$ cat src/rtl/mem_responder.sv
// ---------------------------------------------------------------------------
// mem_responder
//
// Unified word-organised instruction/data RAM for a multicycle MIPS32 core.
// Each request is accepted in IDLE. After WAIT_CYCLES wait states the
// response is a single-cycle pulse carrying either read data or a write
// acknowledge. Only one transaction is in flight at a time.
//
// Parameters
//   DEPTH        number of DW-bit words (power of two, >= 2)
//   WAIT_CYCLES  wait-state cycles between acceptance and response (0..15)
//   DW           data width (32 for MIPS32)
//
// Ports
//   clk         in   system clock, rising edge
//   reset       in   asynchronous active-high reset
//   req_valid   in   request present this cycle
//   req_write   in   1 = store word, 0 = load word / instruction fetch
//   req_addr    in   byte address
//   req_wdata   in   store data
//   req_ready   out  responder accepts a request this cycle (IDLE)
//   resp_valid  out  one-cycle response pulse
//   resp_rdata  out  load data, zero for writes and errors
//   resp_err    out  misaligned or out-of-range access
//   busy        out  transaction in flight
// ---------------------------------------------------------------------------
module mem_responder #(
    parameter int DEPTH       = 64,
    parameter int WAIT_CYCLES = 2,
    parameter int DW          = 32
) (
    input  logic          clk,
    input  logic          reset,
    input  logic          req_valid,
    input  logic          req_write,
    input  logic [31:0]   req_addr,
    input  logic [DW-1:0] req_wdata,
    output logic          req_ready,
    output logic          resp_valid,
    output logic [DW-1:0] resp_rdata,
    output logic          resp_err,
    output logic          busy
);

    localparam int IW = $clog2(DEPTH);

    // A zero-wait build goes straight from IDLE to RESP. In that build the
    // counter is never used.
    localparam logic       ZERO_WAIT = (WAIT_CYCLES == 0) ? 1'b1 : 1'b0;
    localparam logic [3:0] WAIT_LOAD = (WAIT_CYCLES == 0) ? 4'd0 : 4'(WAIT_CYCLES - 1);

    typedef enum logic [1:0] {
        ST_IDLE = 2'd0,
        ST_WAIT = 2'd1,
        ST_RESP = 2'd2
    } state_t;

    // Word-aligned and inside the array. Upper address bits must be zero,
    // so accesses never alias onto a lower word.
    function automatic logic addr_fault(input logic [31:0] a);
        logic misaligned;
        logic out_of_range;
        misaligned   = (a[1:0] != 2'b00);
        out_of_range = |a[31:IW+2];
        return misaligned | out_of_range;
    endfunction

    state_t         state_q, state_d;
    logic [3:0]     cnt_q, cnt_d;
    logic [31:0]    addr_q, addr_d;
    logic           write_q, write_d;
    logic [DW-1:0]  wdata_q, wdata_d;

    logic           ready_q;
    logic           resp_valid_q;
    logic [DW-1:0]  resp_rdata_q;
    logic           resp_err_q;
    logic           busy_q;

    logic           enter_resp_s;
    logic           err_s;
    logic [IW-1:0]  idx_s;
    logic           mem_we_s;

    logic [DW-1:0]  mem [DEPTH];

    // Next-state logic, wait counter and request latching.
    always_comb begin
        state_d = state_q;
        cnt_d   = cnt_q;
        addr_d  = addr_q;
        write_d = write_q;
        wdata_d = wdata_q;
        case (state_q)
            ST_IDLE: begin
                if (req_valid) begin
                    addr_d  = req_addr;
                    write_d = req_write;
                    wdata_d = req_wdata;
                    if (ZERO_WAIT) begin
                        state_d = ST_RESP;
                    end else begin
                        cnt_d   = WAIT_LOAD;
                        state_d = ST_WAIT;
                    end
                end else begin
                    state_d = ST_IDLE;
                end
            end
            ST_WAIT: begin
                if (cnt_q == 4'd0) begin
                    state_d = ST_RESP;
                end else begin
                    cnt_d = cnt_q - 4'd1;
                end
            end
            ST_RESP: begin
                state_d = ST_IDLE;
            end
            default: begin
                state_d = ST_IDLE;
            end
        endcase
    end

    // The memory operation happens on the edge that enters RESP.
    // The *_d fields are used here because a zero-wait build latches and
    // executes on the same edge. In WAIT the *_d fields equal the latched
    // *_q values, so the request inputs are not consulted there.
    always_comb begin
        enter_resp_s = (state_d == ST_RESP) && (state_q != ST_RESP);
        err_s        = addr_fault(addr_d);
        idx_s        = addr_d[IW+1:2];
        // A write is dropped while reset is held. A reset in WAIT then
        // leaves the RAM untouched.
        mem_we_s     = enter_resp_s & write_d & ~err_s & ~reset;
    end

    // State, counter and latched request fields.
    always_ff @(posedge clk or posedge reset) begin
        if (reset) begin
            state_q <= ST_IDLE;
            cnt_q   <= 4'd0;
            addr_q  <= 32'd0;
            write_q <= 1'b0;
            wdata_q <= {DW{1'b0}};
        end else begin
            state_q <= state_d;
            cnt_q   <= cnt_d;
            addr_q  <= addr_d;
            write_q <= write_d;
            wdata_q <= wdata_d;
        end
    end

    // Registered handshake and response outputs, derived from the next state.
    // Reset clears resp_valid asynchronously, even in the middle of RESP.
    always_ff @(posedge clk or posedge reset) begin
        if (reset) begin
            ready_q      <= 1'b1;
            resp_valid_q <= 1'b0;
            resp_rdata_q <= {DW{1'b0}};
            resp_err_q   <= 1'b0;
            busy_q       <= 1'b0;
        end else begin
            ready_q      <= (state_d == ST_IDLE);
            busy_q       <= (state_d != ST_IDLE);
            resp_valid_q <= enter_resp_s;
            resp_err_q   <= enter_resp_s & err_s;
            if (enter_resp_s && !write_d && !err_s) begin
                resp_rdata_q <= mem[idx_s];
            end else begin
                resp_rdata_q <= {DW{1'b0}};
            end
        end
    end

    // RAM array. Its contents are not reset, so they survive a reset.
    always_ff @(posedge clk) begin
        if (mem_we_s) begin
            mem[idx_s] <= wdata_d;
        end
    end

    assign req_ready  = ready_q;
    assign resp_valid = resp_valid_q;
    assign resp_rdata = resp_rdata_q;
    assign resp_err   = resp_err_q;
    assign busy       = busy_q;

endmodule

$ cat config.mk
export PLATFORM = sky130hd
export DESIGN_NAME = mem_responder
export DESIGN_NICKNAME = d
export VERILOG_FILES = /design/src/rtl/mem_responder.sv
export SDC_FILE = /design/constraint.sdc
export NUM_CORES = 2
export LEC_CHECK = 0
export ABC_AREA = 0
export CAP_MARGIN = 20
export CORE_AREA = 2 2 669 471
export CTS_BUF_LIST = sky130_fd_sc_hd__clkbuf_16
export CTS_CLUSTER_DIAMETER = 60
export DETAILED_ROUTE_END_ITERATION = 10
export DIE_AREA = 0 0 671 473
export GPL_TIMING_DRIVEN = 0
export RECOVER_POWER = 50
export SETUP_SLACK_MARGIN = 0.3
export SYNTH_ARGS = -nofsm -noshare
export SYNTH_HDL_FRONTEND = slang
export SYNTH_SLANG_ARGS = --single-unit
$ cat constraint.sdc
create_clock -name clk -period 4.5 [get_ports clk]
set_clock_uncertainty 0.1 [all_clocks]
set_input_delay 1.125 -clock clk [delete_from_list [all_inputs] [get_ports clk]]
set_output_delay 1.125 -clock clk [all_outputs]
set_load 0.05 [all_outputs]
# Word level (Yosys, flattened, before mapping)

Memories as Yosys holds them, arrays and structs flattened.
Index checks and enable logic that the tools add are counted.

Reduce and logical (&&, ||, !) cells: 13
Add/subtract/negate cells: 1
Eq/ne operators: 5
Bitwise logic cells: 7
Muxes and demuxes: 15

Operators with widths:

| kind                                                 | number |
|---|---|
| 2-to-1 mux 32 bit                                    | 5 |
| OR reduction 24 bit                                  | 1 |
| 2-to-1 mux 4 bit                                     | 2 |
| case mux 4 bit (2 select lines)                      | 1 |
| inequality test 2 bit (second input constant)        | 3 |
| nonzero test 2 bit                                   | 3 |
| 2-to-1 mux 1 bit                                     | 5 |
| AND 1 bit                                            | 4 |
| logical NOT 2 bit                                    | 2 |
| logical NOT 4 bit                                    | 1 |
| case mux 2 bit (2 select lines)                      | 1 |
| subtractor 4 x 1 -> 4 bit (second input constant)    | 1 |
| logical AND 1 bit                                    | 3 |
| AND reduction 3 bit                                  | 1 |
| equality test 2 x 1 -> 1 bit (second input constant) | 1 |
| equality test 2 bit (second input constant)          | 1 |
| logical NOT 1 bit                                    | 2 |
| 2-to-1 mux 2 bit                                     | 1 |
| inverter 1 bit                                       | 2 |
| OR 1 bit                                             | 1 |

Word-level logic and storage cells: 52
Input port bits: 68
RAM bits: 2048
Memories: 1
Output and inout bits: 36
Bits in registers: 107

Memory list:

| memory | depth | width | read ports | clocked after Yosys merged registers in | wr ports | line | text |
|---|---|---|---|---|---|---|---|
| mem    | 64    | 32    | 1          | 0                                       | 1        | 85   | `logic [DW-1:0] mem [DEPTH];` |

# Depth between registers and ports, before layout

Depth after elaboration: 10
Depth in mapped cells: 12
Gate-level depth less buffers: 8

# Least setup slack after synthesis

Ideal clock, no wire load.

Path kind: in2reg
From: in reset
To: mem mem[15][0] (enable)
Arrival: 5481 ps
Cell stages on the path: 5
Required time: 3979 ps
Buffers on the path: 1
Setup time: 421 ps
Slack: -1503 ps
Cells stage by stage: inv_1 and3_1 buf_2 nand2_1 nor2_1

Cells in the longest elaborated chain, start to end: 4

RTL lines:

| item                                   | line | text |
|---|---|---|
| from (decl)                            | 33   | `input logic reset,` |
| inverter 1 bit                         | 136  | `mem_we_s = enter_resp_s & write_d & ~err_s & ~reset;` |
| AND 1 bit                              | 136  |  |
| 2-to-1 mux 1 bit                       | 180  | `if (mem_we_s) begin` |
| 2-to-1 mux 1 bit (implied by the code) | 181  | `mem[idx_s] <= wdata_d;` |
| to (decl)                              | 85   |  |

No other way between the ends.

# Worst setup path in the final report

From: in req_valid
To: mem mem[32][21], data pin

Cells in the longest elaborated chain, start to end: 2

RTL lines:

| item                  | line | text |
|---|---|---|
| from (decl)           | 34   | `input logic req_valid,` |
| 2-to-1 mux 32 bit     | 96   | `if (req_valid) begin` |
| 2-to-1 mux 32 bit     | 94   | `case (state_q)` |
| named net wdata_d[21] | 72   | `logic [DW-1:0] wdata_q, wdata_d;` |

The timed path passes the listed nets, and every way through them passes these cells.

==> summary.md <==
| Metric | Value |
|---|---|
| Number of iterations in the first detailed-routing pass | 10 |
| Worst-path maximum fanout | 52 |
| Setup Crit Path Kind | in2reg |
| Final Util | 30.6% |
| Clk_lat worst skew | 0.86 ns |
| CTS tree | yes |
| Multi-input gate area | 13,300 µm² |
| Worst hold path type | reg2reg |
| Adder-cell share of the synthesized area | 0.0323% |
| Grt total ovfl | 0 |
| Vias in the first global route | 45,200 |
| Tot Pwr | 62.4 mW |
| Max_slew headroom | -46.7% |
| Final hold vios | 0 |
| Placed Instances | 8,823 |
| Status | finished with violations |
| Commonest cells in the netlist | edfxtp_1 (2,048), o22ai_1 (773), nor2_1 (355) |
| Crit-path slowest cell | nand2_1 |
| CP peak stage delay | 0.73 ns |
| Top-count cell post-synth | edfxtp_1 |
| Final setup viols | 0 |
| Initial Util | 24.8% |
| Die W | 671 µm |
| Initial DRC count | 9,898 |
| Critical path buffers and inverters | 5 |
| Critical Path RT | 4.93 ns |
| Routability-driven placement congestion ratio | 0.914 |
| Root Buffer Master | clkbuf_16 |
| Vias per cell | 5.37 |
| Post-synth cell types | 48 |
| CP startpoint kind | primary input |
| Post-Synth Simple-Gate Area | 3.81% |
| Power density cells | 653 nW/µm² |
| Failing checks | max-capacitance violations, max-slew violations |
| Worst IR Drop VDD | 0.00113 V |
| Synthesized cell area | 77,400 µm² |
| Seq. cell area | 64,200 µm² |
| Layout Nets | 5,036 |
| Ys async rst share | 4.97% |
| Synthesized area per cell | 17.5 µm² |
| Die area | 317,000 µm² |
| Fill count | 29,900 |
| RSZ-0062 raised after global routing | yes |
| Leakage | 30.3 nW |
| Largest family of logic cells by synthesized area | compound AO/OA/AOI/OAI gates |
| First-pass GRT wire length | 383,000 µm |
| Hold Buf Count CTS | 0 |
| Initial antenna violation count | 25 |
| P&R area growth vs syn | 23.4% |
| Post-synthesis compound-gate area fraction | 11.1% |
| Via count | 49,900 |
| Floorplan row count | 172 |
| Post-synthesis mux area share | 0.362% |
| Number of flops mapped to enable cells by yosys | 2,048 |
| Per-cell routed wire length | 31.3 µm |
| GRT Resource Usage Total | 17.4% |
| DRC Markers | 0 |
| Max-cap viol count | 7 |
| Period Utilization, post-route | 96.5% |
| Clock buffer depth | 3 |
| Post-synthesis register bit count | 2,155 |
| CP arrival | 4.77 ns |
| Fin cells | 9,302 |
| Sequential share of the synthesized area | 82.9% |
| Clock transition at path regs | 0.06 ns |
| Worst Max-Slew Pin Slew | 2.20 ns |
| Synth top area share | 79.5% |
| HPWL Detailed | 191,000 µm |
| Top FF cell, synth | edfxtp_1 |
| Die height | 473 µm |
| Port Buffer Count | 100 |
| Crit path max-delay family | buffers and inverters |
| Share of cells above drive strength 1 | 17.9% |
| Ports | 104 |
| Core area | 312,000 µm² |
| Num CTS Buffers | 195 |
| DRT antenna net count | 0 |
| Largest net degree at the start of global routing | 66 |
| Crit. End Element | flop |
| Syn nets | 4,504 |
| Min cycle time layout | 4.34 ns |
| Final Max Tran Viols | 360 |
| Crit path cell chain | dlymetal6s2s_1 -> nor3b_1 -> clkbuf_1 -> clkbuf_1 -> clkbuf_1 -> nand2_1 -> nand2_1 -> clkbuf_4 |
| CP dominant cell by count | clkbuf_1 |
| Post-synthesis xor/xnor area fraction | 0.0226% |
| H-tree levels | 4 |
| CTS Sinks | 2,155 |
| Area leader, netlist | edfxtp_1 |
| Drt total wl | 291,000 µm |
| Syn. warnings | 0 |
| Fmax | 230 MHz |
| Synth area leaders | edfxtp_1 (79%), o22ai_1 (6.2%), dfrtp_1 (3.4%) |
| Synthesized instance count | 4,434 |
==> area by class of cell <==
class | count | share of cell area, %
flip-flops and latches | 2155 | 67.2
multi-input cells | 2003 | 13.9
well taps | 4176 | 5.47
clock buffers | 200 | 5.24
repair buffers | 335 | 4.77
plain buffers | 268 | 2.29
clock inverters | 144 | 1.05
inverters | 8 | 0.0354
diodes | 13 | 0.0341
==> tightest hold or removal path, delay by kind of cell (launching register included) <==
kind	cells	cell delay, ns
DFF	1	0.34
and+or+nand+nor	2	0.10
==> cells by family after synthesis <==
logic type,after synthesis
AO/OA/AOI/OAI,1285
XOR/XNOR,2
adder cells (fa/ha/maj),2
buffers and inverters,276
flip-flops,2155
multiplexers,22
AND/OR/NAND/NOR,692
==> repair_timing <==
| action | 4_1_cts | 5_1_grt |
|---|---|---|
| resized for setup | 411 | 38 |
| gates cloned | 0 | 1 |
| pin swaps | 52 | 35 |
| endpoints found under the setup margin | 2069 | 1194 |
| setup buffers | 39 | 79 |
==> path summary, 6_finish.rpt <==
path | startpoint | to | slack, ns | cells after the start
worst max-delay path | req_valid | mem[32][21]$_DFFE_PP_ | 0.16 | 8
worst min-delay path | addr_q[19]$_DFF_PP0_ | addr_q[19]$_DFF_PP0_ | 0.38 | 2
worst max register to register | state_q[1]$_DFF_PP0_ | mem[32][21]$_DFFE_PP_ | 0.16 | 7
worst min register to register | addr_q[19]$_DFF_PP0_ | addr_q[19]$_DFF_PP0_ | 0.38 | 2
max in group asynchronous | reset | resp_rdata[3]$_DFF_PP0_ | 0.69 | 4
min in group asynchronous | reset | addr_q[2]$_DFF_PP0_ | 0.80 | 2
==> metal layers <==
layer,vias up,global-route usage [%],wire length (µm),share of wire [%]
met5,-,0,529,0.18
met4,20,5.61,11300,3.9
met3,711,8.72,54800,19
met2,4464,24.1,118000,40
met1,25400,23.5,107000,37
li1,19300,-,-,-
==> registers in the layout (all words and copies together), names as in the netlist <==
name        cells
wdata_q        32
resp_rdata     32
state_q         2
cnt_q           4
req_ready       1
resp_err        1
resp_valid      1
busy            1
write_q         1
mem          2048
addr_q         32
==> layout by cell type (no fill, tap or decap), drive strengths merged, types with 6 or more instances in the layout <==
master,n
a21oi,141
nor3,16
o221ai,109
dlygate4sd3,36
bufinv,13
buf,421
nor4,40
a22oi,16
inv,64
edfxtp,2048
nand3b,6
o22ai,773
mux2,9
o211ai,8
o22a,109
clkdlybuf4s50,63
a221oi,8
nand3,28
diode,13
or4,26
a31oi,8
o31ai,101
a22o,8
clkbuf,281
mux2i,13
clkinv,69
clkinvlp,6
nor2,355
nand2,202
dfrtp,106
==> report_power, final <==
| group | switching, mW | leakage (nW) | total [mW] | internal [mW] |
|---|---|---|---|---|
| sequential | 0.159 | 20.0 | 25.7 | 25.5 |
| combinational | 15.8 | 7.17 | 20.6 | 4.83 |
| clock | 7.38 | 3.12 | 16.1 | 8.75 |
==> stage by stage <==
stage | setup TNS (ns) | hold slack, ns | worst slack (ns) | area, µm²
after floorplan | 0 | 0.346 | 0.136 | 77600
after global placement | -8780.02 | 0.363 | -2.88 | 83800
after detailed placement | -2871.16 | 0.365 | -2.60 | 86600
after CTS | 0 | 0.381 | 0.0579 | 94700
after global routing | 0 | 0.411 | 0.137 | 95500
final | 0 | 0.379 | 0.157 | 95500
Power figures use the tool's default switching activity.
